[config.mk]
export PLATFORM = sky130hd
export DESIGN_NAME = avr_tx_arbiter
export DESIGN_NICKNAME = d
export VERILOG_FILES = /design/src/rtl/avr_tx_arbiter_pkg.sv /design/src/rtl/avr_tx_arbiter_picker.sv /design/src/rtl/avr_tx_arbiter.sv
export SDC_FILE = /design/constraint.sdc
export NUM_CORES = 1
export LEC_CHECK = 0
export ABC_AREA = 1
export BUFFER_PORTS_ARGS = -buffer_cell sky130_fd_sc_hd__buf_2
export CAP_MARGIN = 20
export CORE_MARGIN = 2
export CORE_UTILIZATION = 41
export DETAILED_ROUTE_END_ITERATION = 12
export PLACE_DENSITY_LB_ADDON = 0.25
export SLEW_MARGIN = 40
export SYNTH_ARGS = -nofsm -noshare
export SYNTH_HDL_FRONTEND = slang
export SYNTH_SLANG_ARGS = --single-unit
[constraint.sdc]
create_clock -name clk -period 5.4 [get_ports clk]
set_input_delay 0.54 -clock clk [delete_from_list [all_inputs] [get_ports clk]]
set_output_delay 0.54 -clock clk [all_outputs]
set_load 0.05 [all_outputs]
[src/rtl/avr_tx_arbiter_pkg.sv]
// Shared definitions for the AVR transmit arbiter: FSM state encodings and a width helper.
package avr_tx_arbiter_pkg;

    localparam logic [1:0] ST_IDLE  = 2'd0;
    localparam logic [1:0] ST_SEND  = 2'd1;
    localparam logic [1:0] ST_ISSUE = 2'd2;
    localparam logic [1:0] ST_DRAIN = 2'd3;

    localparam int BURST_W = 8;

    // Index/counter width that never collapses to zero bits for tiny parameter values.
    function automatic int clog2_min1(input int value);
        return (value <= 2) ? 1 : $clog2(value);
    endfunction

endpackage

[src/rtl/avr_tx_arbiter_picker.sv]
// Combinational round-robin picker: selects the first requester at or above ptr, wrapping.
module rr_priority_picker
    import avr_tx_arbiter_pkg::*;
#(
    parameter int NUM_REQ = 4,
    parameter int IDX_W   = clog2_min1(NUM_REQ)
)(
    input  logic [NUM_REQ-1:0] req,
    input  logic [IDX_W-1:0]   ptr,
    output logic               found,
    output logic [NUM_REQ-1:0] onehot,
    output logic [IDX_W-1:0]   index
);

    int               cand;
    logic [IDX_W-1:0] cand_idx;

    // Scanning from lowest to highest priority lets the last hit (closest to ptr) win.
    always_comb begin
        found    = 1'b0;
        onehot   = '0;
        index    = '0;
        cand     = 0;
        cand_idx = '0;
        for (int i = NUM_REQ - 1; i >= 0; i--) begin
            cand = int'(ptr) + i;
            if (cand >= NUM_REQ) begin
                cand = cand - NUM_REQ;
            end
            cand_idx = IDX_W'(cand);
            if (req[cand_idx]) begin
                found  = 1'b1;
                onehot = NUM_REQ'(1) << cand_idx;
                index  = cand_idx;
            end
        end
    end

endmodule

[src/rtl/avr_tx_arbiter.sv]
// Round-robin arbiter sharing the FPGA->AVR serial_tx channel between NUM_REQ requesters,
// with packet locking, a per-grant burst limit and a stall timeout.
module avr_tx_arbiter
    import avr_tx_arbiter_pkg::*;
#(
    parameter int NUM_REQ     = 4,
    parameter int DATA_W      = 8,
    parameter int MAX_BURST   = 16,
    parameter int HOLD_CYCLES = 1024
)(
    input  logic                      clk,
    input  logic                      rst,
    input  logic [NUM_REQ-1:0]        req_valid,
    input  logic [NUM_REQ*DATA_W-1:0] req_data,
    input  logic [NUM_REQ-1:0]        req_last,
    output logic [NUM_REQ-1:0]        req_ready,
    output logic [NUM_REQ-1:0]        grant,
    output logic [DATA_W-1:0]         tx_data,
    output logic                      new_tx_data,
    input  logic                      tx_busy,
    input  logic                      tx_block,
    output logic                      busy
);

    localparam int IDX_W  = clog2_min1(NUM_REQ);
    localparam int HOLD_W = clog2_min1(HOLD_CYCLES);
    localparam logic [BURST_W-1:0] BURST_LIMIT = BURST_W'(MAX_BURST);
    localparam logic [HOLD_W-1:0]  HOLD_LIMIT  = HOLD_W'(HOLD_CYCLES - 1);

    logic [1:0]         state_q, state_d;
    logic [NUM_REQ-1:0] grant_q, grant_d;
    logic [IDX_W-1:0]   owner_q, owner_d;
    logic [IDX_W-1:0]   rr_ptr_q, rr_ptr_d;
    logic [BURST_W-1:0] burst_cnt_q, burst_cnt_d;
    logic [HOLD_W-1:0]  hold_cnt_q, hold_cnt_d;
    logic [DATA_W-1:0]  tx_data_q, tx_data_d;
    logic               new_tx_data_q, new_tx_data_d;
    logic               last_q, last_d;

    logic               pick_found;
    logic [NUM_REQ-1:0] pick_onehot;
    logic [IDX_W-1:0]   pick_index;

    logic [DATA_W-1:0]  req_bytes [NUM_REQ];
    logic               owner_valid;
    logic               owner_last;
    logic [DATA_W-1:0]  owner_data;
    logic               send_ok;
    logic               accept;
    logic               do_release;
    logic [IDX_W-1:0]   next_ptr;

    rr_priority_picker #(
        .NUM_REQ (NUM_REQ),
        .IDX_W   (IDX_W)
    ) u_picker (
        .req    (req_valid),
        .ptr    (rr_ptr_q),
        .found  (pick_found),
        .onehot (pick_onehot),
        .index  (pick_index)
    );

    always_comb begin
        for (int i = 0; i < NUM_REQ; i++) begin
            req_bytes[i] = req_data[i*DATA_W +: DATA_W];
        end
    end

    assign owner_valid = req_valid[owner_q];
    assign owner_last  = req_last[owner_q];
    assign owner_data  = req_bytes[owner_q];

    // Flow control only gates the handshake; an issued byte always runs to completion.
    assign send_ok   = (state_q == ST_SEND) && !tx_busy && !tx_block;
    assign accept    = send_ok && owner_valid;
    assign req_ready = send_ok ? grant_q : '0;
    assign next_ptr  = (int'(owner_q) == NUM_REQ - 1) ? '0 : owner_q + 1'b1;

    always_comb begin
        state_d       = state_q;
        grant_d       = grant_q;
        owner_d       = owner_q;
        rr_ptr_d      = rr_ptr_q;
        burst_cnt_d   = burst_cnt_q;
        hold_cnt_d    = hold_cnt_q;
        tx_data_d     = tx_data_q;
        new_tx_data_d = 1'b0;
        last_d        = last_q;
        do_release    = 1'b0;

        case (state_q)
            ST_IDLE: begin
                if (pick_found) begin
                    grant_d     = pick_onehot;
                    owner_d     = pick_index;
                    burst_cnt_d = '0;
                    hold_cnt_d  = '0;
                    state_d     = ST_SEND;
                end
            end
            ST_SEND: begin
                if (accept) begin
                    tx_data_d     = owner_data;
                    new_tx_data_d = 1'b1;
                    last_d        = owner_last;
                    burst_cnt_d   = burst_cnt_q + 1'b1;
                    hold_cnt_d    = '0;
                    state_d       = ST_ISSUE;
                end else if (!owner_valid) begin
                    if (hold_cnt_q == HOLD_LIMIT) begin
                        do_release = 1'b1;
                    end else begin
                        hold_cnt_d = hold_cnt_q + 1'b1;
                    end
                end
            end
            // serial_tx only raises busy the cycle after the start pulse, so skip one cycle.
            ST_ISSUE: begin
                state_d = ST_DRAIN;
            end
            ST_DRAIN: begin
                if (!tx_busy) begin
                    if (last_q || (burst_cnt_q == BURST_LIMIT)) begin
                        do_release = 1'b1;
                    end else begin
                        state_d = ST_SEND;
                    end
                end
            end
            default: begin
                state_d = ST_IDLE;
            end
        endcase

        if (do_release) begin
            grant_d  = '0;
            rr_ptr_d = next_ptr;
            state_d  = ST_IDLE;
        end
    end

    always_ff @(posedge clk) begin
        if (rst) begin
            state_q       <= ST_IDLE;
            grant_q       <= '0;
            owner_q       <= '0;
            rr_ptr_q      <= '0;
            burst_cnt_q   <= '0;
            hold_cnt_q    <= '0;
            tx_data_q     <= '0;
            new_tx_data_q <= 1'b0;
            last_q        <= 1'b0;
        end else begin
            state_q       <= state_d;
            grant_q       <= grant_d;
            owner_q       <= owner_d;
            rr_ptr_q      <= rr_ptr_d;
            burst_cnt_q   <= burst_cnt_d;
            hold_cnt_q    <= hold_cnt_d;
            tx_data_q     <= tx_data_d;
            new_tx_data_q <= new_tx_data_d;
            last_q        <= last_d;
        end
    end

    assign grant       = grant_q;
    assign tx_data     = tx_data_q;
    assign new_tx_data = new_tx_data_q;
    assign busy        = (state_q != ST_IDLE);

endmodule
==> results.cfg <==
[global_routing]
antenna_found_initial = 0
first_global_vias = 2543
grt_pass1_wl_mm = 11.2
grtUsageTotal_pct = 18.5
grt_max_degree = 25
overflow = 0

[logic_synthesis]
seq_area_frac_synth_pct = 27.8
synth_nets = 488
synth.ff_latch_count = 38
synth_edf_count = 0
ys_top_cells_by_count = nand2_1, nor2_1, inv_1, dfxtp_1, o21ai_0
avgSynthCellArea_um2 = 6.37
synth_top_area_share_pct = 27.8
synthesis.area_um2 = 2730
yosysTopAreaCell = dfxtp_1
ys.flop_type = dfxtp_1
synth.area.top_cells = dfxtp_1, nand2_1, nor2_1
synth.distinct_cells = 34
syn_inst = 429
synth.most_common_cell = nand2_1
yosys_warnings = 0
async_reset_ff_share_pct = 0

[clock_tree]
cts_hold_buf = 0
clock_latency_ns = 0.29
cts_buffers = 5
postCtsResizedCells = 0
postCtsSetupBuffers = 0
htreeDepth = 2
clkTransAtPathRegs_ns = 0.08
cts_tree = built
clockBufferDepth = 2
root_buffer = clkbuf_8
cts.sink_count = 38

[timing]
slew_headroom_pct = 54.2
period_needed_ns = 2.51
hold_slack_ns = 0.479
clock_skew_ns = 0.0114
fin_crit_sh_pct = 46.5
setup_tns_ns = 0
rsz0062_at_grt = no
finalMaxSlewViolations = 0
finalSetupViolations = 0
fmax_mhz = 398
hold_viol = 0
worst_pin_slew_ns = 0.685

[finish]
layout.nets = 544
fillers = 669
multi_input_area_um2 = 1740
area_delta_synth_final_pct = 16.5
finish.utilization_pct = 49.9
register_area_um2 = 761
n_antenna_cell = 0
drive_above_1_share_pct = 18.1
finalNonFillerCells = 563

[detailed_routing]
drt_pass1_iterations = 4
vias = 2830
routedWlPerCell_um = 11.6
vias_per_cell = 5.03
drtIter0Drc = 216
drc = 0
wl_mm = 6.52
ant_nets = 0

[die]
die_h_um = 85.6
ios = 62
num_rows = 29
initial_core_util_pct = 42.8
coreArea_um2 = 6390
die_w_um = 85.6
dieArea_um2 = 7330

[placed_design]
place.port_buffers = 61
gp_congestion = 0.852
dp.cells = 555
hpwl_mm = 4.84

[power_and_ir_drop]
finalPower_w = 0.00111
ir_worst_vdd_v = 0.000304
p_leak_nw = 1.46
p_per_area_nw_per_um2 = 348

[setup_path]
end_kind = output port
cp-start-kind = register
crit_type = register to output port
slowest_delay_ns = 0.39
cp.required_ns = 4.86
cp.arrival_ns = 1.97
crit_chain = ha_1 > inv_2 > nor3_4 > inv_1 > nor2_1 > buf_2
cp_max_fo = 13
critPathSlowestCell = dfxtp_1

[run]
drv_cap = 0

[min_path]
hold_class = register to register

[status]
status = finished, final reports clean
## power by group
group	switching (W)	internal, W	total [W]
sequential	0.0000326	0.000315	0.000348
combinational	0.000374	0.000145	0.000520
clock	0.000104	0.000138	0.000242
total	0.000511	0.000599	0.00111
## flip-flops by register name (all words and copies together) (netlist names)
register,flops
rr_ptr_q,2
tx_data,8
owner_q,2
burst_cnt_q,8
state_q,2
new_tx_data,1
grant,4
hold_cnt_q,10
last_q,1
## routing by layer
metal	up-vias	global-route usage [%]	routed length (µm)	share of wire (%)
li1	1494	-	-	-
met3	9	2.98	288	4.4
met2	72	31.3	3120	48
met5	-	0	0	0
met1	1255	24.3	3030	47
met4	0	5.48	76	1.2
## worst max-delay path: cells and delay by family (launching register included)
kind | cells | cell delay [ns]
flip-flops | 1 | 0.39
adder cells (fa/ha/maj) | 1 | 0.36
AND/OR/NAND/NOR | 2 | 0.32
buffers and inverters | 3 | 0.62
## cell families (layout without fill, tap and decap cells)
| group | Yosys count | after routing | synth area share (%) |
|---|---|---|---|
| AO/OA/AOI/OAI | 77 | 77 | 15.0 |
| adder cells (fa/ha/maj) | 15 | 15 | 6.87 |
| XOR/XNOR | 9 | 9 | 2.88 |
| AND/OR/NAND/NOR | 231 | 231 | 38.8 |
| buffers and inverters | 59 | 116 | 8.61 |
| flip-flops | 38 | 38 | 27.8 |
## area by class of cell
class	count	area share [%]
multi-input cells	332	54.5
flip-flops and latches	38	23.9
repair buffers	61	9.59
inverters	47	5.62
well taps	77	3.03
clock buffers	7	2.40
clock inverters	1	0.943
## final timing paths
kind / slack (ns) / depth (start not counted) / startpoint / to
worst min-delay path: 0.48 / 2 / last_q / last_q
worst min register to register: 0.48 / 2 / last_q / last_q
worst max-delay path: 2.89 / 6 / state_q[0] / req_ready[0]
worst max register to register: 3.04 / 8 / owner_q[0] / hold_cnt_q[9]
## cell usage in the layout, fill, tap and decap left out
cell type	netlist	layout
a21oi_1	29	29
buf_2	2	61
bufinv_16	0	1
clkbuf_1	7	2
clkbuf_8	0	5
dfxtp_1	38	38
ha_1	15	15
inv_1	43	43
inv_2	3	3
inv_4	1	1
nand2_1	96	96
nand2_2	5	5
nand2_4	3	3
nand2_8	1	1
nand3_1	32	32
nand3_2	1	1
nand3_4	1	1
nand3b_1	3	3
nand4_1	7	7
nor2_1	68	68
nor2_2	2	2
nor2_8	1	1
nor3_1	5	5
nor3_4	1	1
o21ai_0	33	33
o21ai_1	4	4
o21ai_4	1	1
o21bai_1	1	1
o22ai_1	9	9
or2_0	4	4
or2_2	1	1
xnor2_1	1	1
xor2_1	8	8
## stage by stage
| step | area, µm² | setup WS (ns) |
|---|---|---|
| floorplan | 2730 | 3.19 |
| global placement | 3080 | 3.13 |
| detailed placement | 3080 | 3.04 |
| CTS | 3180 | 2.88 |
| global route | 3180 | 2.75 |
| finish | 3180 | 2.89 |
(Power assumes the default switching activity.)
